**config.mk**
```make
export PLATFORM = sky130hd
export DESIGN_NAME = mem_bus_adapter
export DESIGN_NICKNAME = d
export VERILOG_FILES = /design/src/rtl/mem_bus_pkg.sv /design/src/rtl/bus_timeout_ctr.sv /design/src/rtl/mem_bus_adapter.sv
export SDC_FILE = /design/constraint.sdc
export NUM_CORES = 1
export LEC_CHECK = 0
export CORE_MARGIN = 4
export CORE_UTILIZATION = 42
export CTS_CLUSTER_DIAMETER = 80
export DETAILED_ROUTE_END_ITERATION = 8
export GPL_ROUTABILITY_DRIVEN = 0
export PLACE_DENSITY_LB_ADDON = 0.15
export SLEW_MARGIN = 30
export SYNTH_ARGS = -nofsm -noshare
export SYNTH_HDL_FRONTEND = slang
export SYNTH_SLANG_ARGS = --single-unit
```
**constraint.sdc**
```tcl
create_clock -name clk -period 2.8 [get_ports clk]
set_input_delay 0.56 -clock clk [delete_from_list [all_inputs] [get_ports clk]]
set_output_delay 0.56 -clock clk [all_outputs]
set_load 0.01 [all_outputs]
```
**src/rtl/mem_bus_pkg.sv**
```systemverilog
// mem_bus_pkg: shared types and constants for the memcontrol-to-bus adapter.
package mem_bus_pkg;
    typedef enum logic [1:0] {
        IDLE = 2'd0,
        BUS  = 2'd1,
        DONE = 2'd2
    } bus_state_t;

    localparam logic [3:0] WORD_SEL_ALL       = 4'hF;
    localparam int         DEF_TIMEOUT_CYCLES = 255;
endpackage

```
**src/rtl/bus_timeout_ctr.sv**
```systemverilog
// bus_timeout_ctr: bus-wait counter that flags the cycle whose missing ack ends the wait.
module bus_timeout_ctr
    import mem_bus_pkg::*;
#(
    parameter int LIMIT = DEF_TIMEOUT_CYCLES
) (
    input  logic clk,
    input  logic rst,
    input  logic clear,
    input  logic enable,
    output logic expire
);
    localparam int CNT_W = $clog2(LIMIT + 1);

    logic [CNT_W-1:0] cnt_q, cnt_d;

    always_comb cnt_d = clear ? '0 : enable ? cnt_q + CNT_W'(1) : cnt_q;

    always_ff @(posedge clk or negedge rst)
        if (!rst) cnt_q <= '0;
        else      cnt_q <= cnt_d;

    // this edge would bring the count to LIMIT
    assign expire = enable && (cnt_q == CNT_W'(LIMIT - 1));
endmodule

```
**src/rtl/mem_bus_adapter.sv**
```systemverilog
// mem_bus_adapter: turns memcontrol level requests into one Wishbone-classic transfer at a time.
// Defining BUS_TIMEOUT_EN aborts a bus wait after TIMEOUT_CYCLES cycles with an err pulse.
module mem_bus_adapter
    import mem_bus_pkg::*;
#(
    parameter int ADDR_W         = 32,
    parameter int DATA_W         = 32,
    parameter int TIMEOUT_CYCLES = DEF_TIMEOUT_CYCLES
) (
    input  logic              clk,
    input  logic              rst,
    input  logic [ADDR_W-1:0] address_out,
    input  logic [DATA_W-1:0] data_out_BUS,
    input  logic [3:0]        byte_en,
    input  logic              read_req,
    input  logic              write_req,
    output logic [DATA_W-1:0] data_in_BUS,
    output logic              bus_full,
    output logic              done,
    output logic              err,
    output logic [ADDR_W-1:0] adr_o,
    output logic [DATA_W-1:0] dat_o,
    output logic [3:0]        sel_o,
    output logic              we_o,
    output logic              cyc_o,
    output logic              stb_o,
    input  logic [DATA_W-1:0] dat_i,
    input  logic              ack_i
);
    if (DATA_W != 32 || TIMEOUT_CYCLES < 1) begin : g_param_check
        $error("mem_bus_adapter: DATA_W must be 32 and TIMEOUT_CYCLES at least 1");
    end

    bus_state_t        state_q, state_d;
    logic [ADDR_W-1:0] adr_q, adr_d;
    logic [DATA_W-1:0] dat_q, dat_d, rdata_q, rdata_d;
    logic [3:0]        sel_q, sel_d;
    logic              we_q, we_d, abort_q, abort_d;
    logic              timeout;
    logic              unused_addr_lsb;

    assign unused_addr_lsb = ^address_out[1:0];

`ifdef BUS_TIMEOUT_EN
    bus_timeout_ctr #(.LIMIT(TIMEOUT_CYCLES)) u_timeout (
        .clk    (clk),
        .rst    (rst),
        .clear  (state_q != BUS),
        .enable (state_q == BUS && !ack_i),
        .expire (timeout)
    );
`else
    assign timeout = 1'b0;
`endif

    always_comb begin
        state_d = state_q;
        adr_d   = adr_q;
        dat_d   = dat_q;
        sel_d   = sel_q;
        we_d    = we_q;
        rdata_d = rdata_q;
        abort_d = abort_q;
        case (state_q)
            IDLE: if (write_req || read_req) begin
                state_d = BUS;
                adr_d   = {address_out[ADDR_W-1:2], 2'b00};
                dat_d   = data_out_BUS;
                we_d    = write_req;
                sel_d   = write_req ? byte_en : WORD_SEL_ALL;
                abort_d = 1'b0;
            end
            // ack beats a timeout landing on the same edge
            BUS: if (ack_i) begin
                state_d = DONE;
                rdata_d = we_q ? rdata_q : dat_i;
            end else if (timeout) begin
                state_d = DONE;
                abort_d = 1'b1;
            end
            default: state_d = IDLE;
        endcase
    end

    always_ff @(posedge clk or negedge rst)
        if (!rst) begin
            state_q <= IDLE;
            adr_q   <= '0;
            dat_q   <= '0;
            sel_q   <= '0;
            we_q    <= 1'b0;
            rdata_q <= '0;
            abort_q <= 1'b0;
        end else begin
            state_q <= state_d;
            adr_q   <= adr_d;
            dat_q   <= dat_d;
            sel_q   <= sel_d;
            we_q    <= we_d;
            rdata_q <= rdata_d;
            abort_q <= abort_d;
        end

    assign cyc_o       = state_q == BUS;
    assign stb_o       = state_q == BUS;
    assign bus_full    = state_q != IDLE;
    assign done        = state_q == DONE && !abort_q;
    assign err         = state_q == DONE && abort_q;
    assign adr_o       = adr_q;
    assign dat_o       = dat_q;
    assign sel_o       = sel_q;
    assign we_o        = we_q;
    assign data_in_BUS = rdata_q;
endmodule

```
After elaboration in Yosys (flattened, before gate mapping)
Cells that the tools add are included.

word-level totals
  flip-flop bits (word level) = 101
  output and inout port bits = 106
  word-level logic and storage cells = 21

cells by class
  bitwise logic cells = 1
  reductions and logical operators = 6
  equal/unequal tests = 4
  multiplexer cells = 4

operators with widths
  cell                  number
  $mux W2               2
  $mux W4               1
  $pmux W2 S2           1
  $reduce_and A2 Y1     2
  $reduce_and A3 Y1     1
  $eq A2 B1 Y1 const B  1
  $eq A2 B2 Y1 const B  1
  $logic_not A2 Y1      1
  $ne A2 B1 Y1 const B  1
  $ne A2 B2 Y1 const B  1
  $reduce_bool A2 Y1    1
  $logic_or A1 B1 Y1    1
  $not A1 Y1            1

Depth between registers and ports, before layout
Gate-level depths: netlist (run 1).

  word-level depth = 3
  gate-level depth with buffers = 5
  mapped depth without buffers = 3

Least setup slack after synthesis (run 1)
Ideal clock, no wire load.

  path type = input port to flip-flop
  start = input port ack_i
  end = register rdata_q[10], in the netlist data_in_BUS[10]
  required time = 2675 ps
  slack = 1274 ps
  stages = 5
  arrival time = 1401 ps
  setup time = 125 ps
  cells stage by stage = and3b_1 nor2b_4 buf_6 buf_12 mux2_4

on the way
  word-level cells in the longest chain between the ends = 1

RTL lines
  element                             RTL line                RTL
  start, declared                     mem_bus_adapter.sv:28   input logic ack_i
  $reduce_and A3 Y1 (no source line)  --
  end signal, assigned                mem_bus_adapter.sv:100  rdata_q <= rdata_d;
  end, declared                       mem_bus_adapter.sv:36   logic [DATA_W-1:0] dat_q, dat_d, rdata_q, rdata_d;

Every way passes these cells.
A chain may end at the register's enable or synchronous reset.

Final worst setup path (run 1)
  start = register state_q[1]
  end = output port cyc_o

on the way
  word-level cells in the longest chain between the ends = 1

RTL lines
  element                 RTL line                RTL
  start, declared         mem_bus_adapter.sv:34   bus_state_t state_q, state_d;
  start signal, assigned  mem_bus_adapter.sv:95   state_q <= state_d;
  $eq A2 B1 Y1            mem_bus_adapter.sv:104  assign cyc_o = state_q == BUS;
  end, declared           mem_bus_adapter.sv:25   output logic cyc_o,

Every way passes these cells.

==> impl_metrics.env, run 1 <==
export IMPL_outcome="complete, no violations"
export IMPL_clock_tree_root_cell="sky130_fd_sc_hd__clkbuf_8"
export IMPL_finalCritPeriodShare_pct=76.55
export IMPL_power_ir_vdd_worst_mv=0.4912
export IMPL_clock_path_buffers=2
export IMPL_dr_total_vias=2631
export IMPL_detailedPlacementHpwl_um=7203
export IMPL_total_number_of_h_tree_levels=3
export IMPL_synth_xor_xnor_area_share_pct=0
export IMPL_ff_latch_area_mm2=0.002527
export IMPL_use_met2_pct=29.92
export IMPL_floorplan_initialDensity_pct=43.11
export IMPL_cts_inserted_buffers=9
export IMPL_worstSkewPairLatency_ns=0.34
export IMPL_grt_antenna_before_repair=0
export IMPL_number_of_global_route_vias_before_repair=2925
export IMPL_area_growth_pct=58.01
export IMPL_finalWorstPathRequiredPeriod_ns=2.143
export IMPL_drt_total_wl_um=9429
export IMPL_synthAdderAreaFrac_pct=0
export IMPL_finish_instance_area_mm2=0.006295
export IMPL_drt_iter0_drc=50
export IMPL_drive_gt1_share_pct=18.45
export IMPL_antenna_cells_inserted=0
export IMPL_final_hold_viol_count=0
export IMPL_fin_setup_tns_ns=0
export IMPL_timing_critical_path_from_type="flop"
export IMPL_critical_path_cell_chain="and2b_1, clkdlybuf4s50_1"
export IMPL_leakagePower_nw=2.615
export IMPL_post_cts_resize_count=0
export IMPL_tritoncts_num_sinks=101
export IMPL_multi_input_area_mm2=0.001297
export IMPL_cts_hold_buffers=0
export IMPL_critPathArrivalTime_ns=1.58
export IMPL_mostFrequentLayoutCells="sky130_fd_sc_hd__clkdlybuf4s50_1 (204), sky130_fd_sc_hd__dfrtp_1 (101), sky130_fd_sc_hd__mux2_1 (36)"
export IMPL_ys_seq_elements=101
export IMPL_drtPass1Iterations=4
export IMPL_placed_area_mm2=0.006107
export IMPL_die_height_um=105.4
export IMPL_critPathRequiredTime_ns=2.24
export IMPL_critical_path_max_fanout=5
export IMPL_grt_most_used_layer="met2"
export IMPL_worstHoldPathType="primary input to asynchronous set/reset pin"
export IMPL_setup_viol=0
export IMPL_core_region_area_mm2=0.009240
export IMPL_post_synth_cell_area_avg_um2=17.55
export IMPL_synth_top_family_by_area="multiplexers"
export IMPL_clock_tree_from_tritoncts="yes"
export IMPL_drcViolationCount=0
export IMPL_die_w_um=105.4
export IMPL_multiplexer_area_fraction_after_synthesis_pct=29.40
export IMPL_netlist_cell_type_count=21
export IMPL_cap_viol_max_count=0
export IMPL_finClkSkew_ns=0.01170
export IMPL_synth_simple_gate_area_share_pct=1.382
export IMPL_grt_use_total_pct=17.34
export IMPL_grtUsageMet1_pct=19.62
export IMPL_final_fill_count=691
export IMPL_max_slew_worst_pin_slew_ns=0.5957
export IMPL_endpoint_kind="primary output"
export IMPL_netlist_instances=227
export IMPL_seq_area_frac_synth_pct=63.44
export IMPL_power_density_mw_per_mm2=1044
export IMPL_worstPathBufferInverterCount=1
export IMPL_globalRouteMet3Util_pct=7.042
export IMPL_row_cnt=35
export IMPL_yosys_warnings=0
export IMPL_antenna_violating_nets_post_route=0
export IMPL_critical_path_max_stage_delay_ns=0.55
export IMPL_grt_overflow_total=0
export IMPL_cp_slowest_cell="sky130_fd_sc_hd__clkdlybuf4s50_1"
export IMPL_avgViaCountPerCell=4.632
export IMPL_total_power_mw=6.569
export IMPL_clock_fmax_mhz=466.5
export IMPL_post_synthesis_cell_area_mm2=0.003984
export IMPL_wire_length_of_the_first_global_routing_pass_um=15190
export IMPL_synth_compound_gate_area_share_pct=1.476
export IMPL_layout_cells_most_common="sky130_fd_sc_hd__clkdlybuf4s50_1"
export IMPL_pin_count_of_the_biggest_net_entering_global_routing=57
export IMPL_r2r_end="dat_o[20]"
export IMPL_route_detailed_wl_per_inst_um=16.60
export IMPL_design_die_area_mm2=0.01111
export IMPL_timing_final_max_slew_violations=0
export IMPL_worstSetupPathType="flop to primary output"
export IMPL_cpLargestDelayFamily="buffers and inverters"
export IMPL_num_nets_final=539
export IMPL_post_cts_buffers=0
export IMPL_port_buffer_cells=205
export IMPL_rrSetupSlack_ns=1.03
export IMPL_crit_reg2reg_launch="state_q[0]"
export IMPL_path_clk_slew_ns=0.10
export IMPL_reg2reg_depth=4
export IMPL_setup_repair_after_global_routing_missed_its_margin="false"
export IMPL_slew_limit_headroom_pct=60.28
export IMPL_ios=211
layout make-up:
cell class                 count  area share, %
clock inverter                 4         0.5168
sequential                   101          40.15
clock buffer                  12          2.465
inverter                       1        0.05963
multi-input combinational    112          20.61
timing repair buffer         209          33.63
tap                          129          2.564
logic make-up (layout without fill, tap and decap cells):
family | Yosys count | count (layout)
compound gates | 7 | 7
buf+inv | 16 | 226
flops | 101 | 101
mux | 94 | 94
other cells | 1 | 3
simple gates | 8 | 8
power breakdown:
group          switching, mW  total [mW]  internal [mW]
combinational           1.10        3.16           2.06
sequential             0.373        2.55           2.17
clock                  0.489       0.865          0.376
total                   1.96        6.57           4.61
worst max-delay path by stage:
stage / start / endpoint / slack (ns) / depth (start not counted)
final: state_q[1] / cyc_o / 0.66 / 2
after global routing: state_q[0] / bus_full / 0.57 / 3
after CTS: state_q[1] / cyc_o / 0.64 / 2
after detailed placement: write_req / dat_o[18] / 0.57 / 4
after global placement: write_req / dat_o[20] / 0.60 / 4
after floorplan: ack_i / data_in_BUS[10] / 1.27 / 5
synth_stat cells:
cell / count / area [um2]
sky130_fd_sc_hd__a211oi_1: 1 / 7.510
sky130_fd_sc_hd__buf_12: 3 / 60.06
sky130_fd_sc_hd__o21a_1: 1 / 7.510
sky130_fd_sc_hd__conb_1: 1 / 3.750
sky130_fd_sc_hd__buf_6: 5 / 56.30
sky130_fd_sc_hd__and3b_1: 1 / 8.760
sky130_fd_sc_hd__nor2_2: 1 / 6.260
sky130_fd_sc_hd__buf_2: 2 / 10.01
sky130_fd_sc_hd__dfrtp_1: 101 / 2527
sky130_fd_sc_hd__mux2_2: 28 / 315.3
sky130_fd_sc_hd__nor3_1: 1 / 5.000
sky130_fd_sc_hd__buf_4: 5 / 37.54
sky130_fd_sc_hd__nor2b_1: 1 / 6.260
sky130_fd_sc_hd__nand2_1: 2 / 7.510
sky130_fd_sc_hd__o22a_1: 4 / 35.03
sky130_fd_sc_hd__a22o_1: 1 / 8.760
sky130_fd_sc_hd__nor2b_4: 1 / 13.76
sky130_fd_sc_hd__inv_1: 1 / 3.750
sky130_fd_sc_hd__mux2_1: 36 / 405.4
sky130_fd_sc_hd__mux2_4: 30 / 450.4
sky130_fd_sc_hd__and2b_1: 1 / 7.510
stage by stage:
stage	hold WS (ns)	util (%)	setup WS [ns]	instances
2_1_floorplan	0.2644	-	1.274	229
3_3_place_gp	0.4664	66.09	0.6005	552
3_5_place_dp	0.4742	66.09	0.5739	552
4_1_cts	0.2116	68.12	0.6360	568
5_1_grt	0.2200	68.12	0.5665	568
6_report	0.2025	68.12	0.6565	568
registers in the layout (all words and copies together), names as in the netlist:
signal	flops
state_q	2
dat_o	32
adr_o	30
data_in_BUS	32
we_o	1
sel_o	4
layer usage:
| layer | vias up | routed length, um |
|---|---|---|
| met1 | 1307 | 3565 |
| met4 | 0 | 116 |
| met2 | 112 | 4862 |
| li1 | 1203 | - |
| met5 | - | 0 |
| met3 | 9 | 885 |
Power figures use the tool's default switching activity.
==> inputs of run 2 (changes only) <==
- CORE_UTILIZATION: 42 -> 35
- clock period: 2.8 -> 1.8 ns (I/O delays scaled with it)
==> run 2 against run 1 <==
  * Via count is 1.0% higher
  * Routed wire length grew 5.0%
  * Worst hold slack got worse by 0.13 ns
  * Critical path type unchanged
  * Critical endpoint is now we_o
  * Worst setup slack worse by 0.55 ns
  * Register-to-register slack lost 0.79 ns
  * Combinational power grew 56%
  * Die area rose by 18%
==> impl_metrics.env, run 2 (same netlist as run 1, synthesis figures left out) <==
export IMPL_setup_repair_after_global_routing_missed_its_margin="false"
export IMPL_critical_path_max_fanout=3
export IMPL_avgViaCountPerCell=4.551
export IMPL_fin_setup_tns_ns=0
export IMPL_finish_instance_area_mm2=0.006484
export IMPL_critical_path_max_stage_delay_ns=0.58
export IMPL_worstHoldPathType="primary input to asynchronous set/reset pin"
export IMPL_dr_total_vias=2658
export IMPL_cap_viol_max_count=0
export IMPL_clock_path_buffers=2
export IMPL_antenna_cells_inserted=0
export IMPL_timing_final_max_slew_violations=0
export IMPL_drive_gt1_share_pct=19.82
export IMPL_critPathRequiredTime_ns=1.44
export IMPL_drtPass1Iterations=4
export IMPL_p_sw_share_pct=28.68
export IMPL_clock_tree_from_tritoncts="yes"
export IMPL_wire_length_of_the_first_global_routing_pass_um=15540
export IMPL_power_share_sequential_pct=36.4
export IMPL_num_nets_final=544
export IMPL_drt_iter0_drc=106
export IMPL_p_clk_share_pct=18.2
export IMPL_ff_latch_area_mm2=0.002529
export IMPL_pin_count_of_the_biggest_net_entering_global_routing=102
export IMPL_final_hold_viol_count=0
export IMPL_clock_fmax_mhz=592.2
export IMPL_drcViolationCount=0
export IMPL_cp_slowest_cell="sky130_fd_sc_hd__clkdlybuf4s50_1"
export IMPL_finalCritPeriodShare_pct=93.81
export IMPL_detailedPlacementHpwl_um=7402
export IMPL_post_cts_buffers=0
export IMPL_total_number_of_h_tree_levels=3
export IMPL_timing_critical_path_from_type="flop"
export IMPL_ios=211
export IMPL_placed_area_mm2=0.006171
export IMPL_port_buffer_cells=205
export IMPL_drt_total_wl_um=9903
export IMPL_mostFrequentLayoutCells="sky130_fd_sc_hd__clkdlybuf4s50_1 (200), sky130_fd_sc_hd__dfrtp_1 (100), sky130_fd_sc_hd__mux2_1 (36)"
export IMPL_endpoint_kind="primary output"
export IMPL_outcome="complete, no violations"
export IMPL_grt_use_total_pct=15.28
export IMPL_leakagePower_nw=2.711
export IMPL_final_core_util_pct=59.03
export IMPL_antenna_violating_nets_post_route=0
export IMPL_tritoncts_num_sinks=101
export IMPL_finalWorstPathRequiredPeriod_ns=1.689
export IMPL_clock_tree_root_cell="sky130_fd_sc_hd__clkbuf_16"
export IMPL_row_cnt=38
export IMPL_internal_power_mw=7.762
export IMPL_final_fill_count=909
export IMPL_grt_overflow_total=0
export IMPL_grt_antenna_before_repair=0
export IMPL_core_region_area_mm2=0.01098
export IMPL_path_clk_slew_ns=0.07
export IMPL_worstPathBufferInverterCount=1
export IMPL_power_switching_mw=3.122
export IMPL_max_slew_worst_pin_slew_ns=0.5295
export IMPL_multi_input_area_mm2=0.001303
export IMPL_setup_viol=0
export IMPL_cpLargestDelayFamily="buffers and inverters"
export IMPL_cts_inserted_buffers=9
export IMPL_layout_cells_most_common="sky130_fd_sc_hd__clkdlybuf4s50_1"
export IMPL_critical_path_cell_chain="clkdlybuf4s50_1"
export IMPL_total_power_mw=10.88
export IMPL_critPathArrivalTime_ns=1.33
export IMPL_slew_limit_headroom_pct=64.70
export IMPL_power_density_mw_per_mm2=1679
export IMPL_floorplan_initialDensity_pct=36.27
export IMPL_die_height_um=114.7
export IMPL_worstSkewPairLatency_ns=0.34
export IMPL_area_growth_pct=62.75
export IMPL_number_of_global_route_vias_before_repair=2913
export IMPL_route_detailed_wl_per_inst_um=16.96
export IMPL_power_ir_vdd_worst_mv=0.9786
export IMPL_worstSetupPathType="flop to primary output"
export IMPL_finClkSkew_ns=0.007229
export IMPL_die_w_um=114.7
export IMPL_design_die_area_mm2=0.01315
export IMPL_p_comb_share_pct=45.4
-- run 2: changes by cell type in the layout (fill, tap and decap cells not counted), moves of 4 or more --
| cell | before | now |
|---|---|---|
| sky130_fd_sc_hd__buf_4 | 2 | 6 |
| sky130_fd_sc_hd__clkbuf_8 | 11 | 2 |
| sky130_fd_sc_hd__dlygate4sd2_1 | 0 | 4 |
| sky130_fd_sc_hd__clkbuf_16 | 0 | 9 |
| sky130_fd_sc_hd__clkdlybuf4s50_1 | 204 | 200 |
-- run 2: per-stage QoR --
stage / setup WS, ns / hold WS (ns) / instances
final: 0.1114 / 0.07388 / 584
after global routing: 0.04782 / 0.1058 / 584
after CTS: 0.08655 / 0.1035 / 584
after detailed placement: -0.09137 / 0.4699 / 568
after global placement: -0.07494 / 0.4659 / 568
after floorplan: 0.2981 / 0.06441 / 229
-- run 2: power groups by stage --
stage	registers, mW	logic (mW)	clock network (mW)
floorplan	4.51	1.62	0
global placement	3.95	4.97	0
detailed placement	4.00	5.04	0
CTS	3.98	5.04	2.06
global route	4.13	5.26	2.16
finish	3.97	4.94	1.98
-- run 2: metal layers --
layer  track usage, %  share of wire (%)  up-vias
li1                 -                  -     1214
met1            18.03                 39     1314
met2            25.03                 50      116
met3            6.078                9.5       14
met4            5.947                2.1        0
met5                0                  0        -
-- run 2: final timing paths --
path                            start  cells past startpoint              end  slack [ns]
max                              we_o                      1             we_o        0.11
min reg2reg                 adr_o[16]                      1        adr_o[16]        0.48
max in group asynchronous         rst                      2       state_q[0]        1.31
min in group clk            adr_o[16]                      1        adr_o[16]        0.48
min                               rst                      2  data_in_BUS[12]        0.07
max reg2reg                state_q[0]                      4         dat_o[2]        0.24
-- run 2: timing repair --
action | 4_1_cts | 5_1_grt
setup endpoints to repair | 4 | 0
gates resized for setup | 6 | 0
hold buffers | 0 | 0
-- run 2: cell type report --
cell class | instances | share of cell area, %
Sequential cell | 101 | 39.00
Clock inverter | 5 | 0.9070
Multi-Input combinational cell | 112 | 20.09
Timing Repair Buffer | 214 | 33.35
Inverter | 1 | 0.05789
Clock buffer | 11 | 3.898
Tap cell | 140 | 2.702
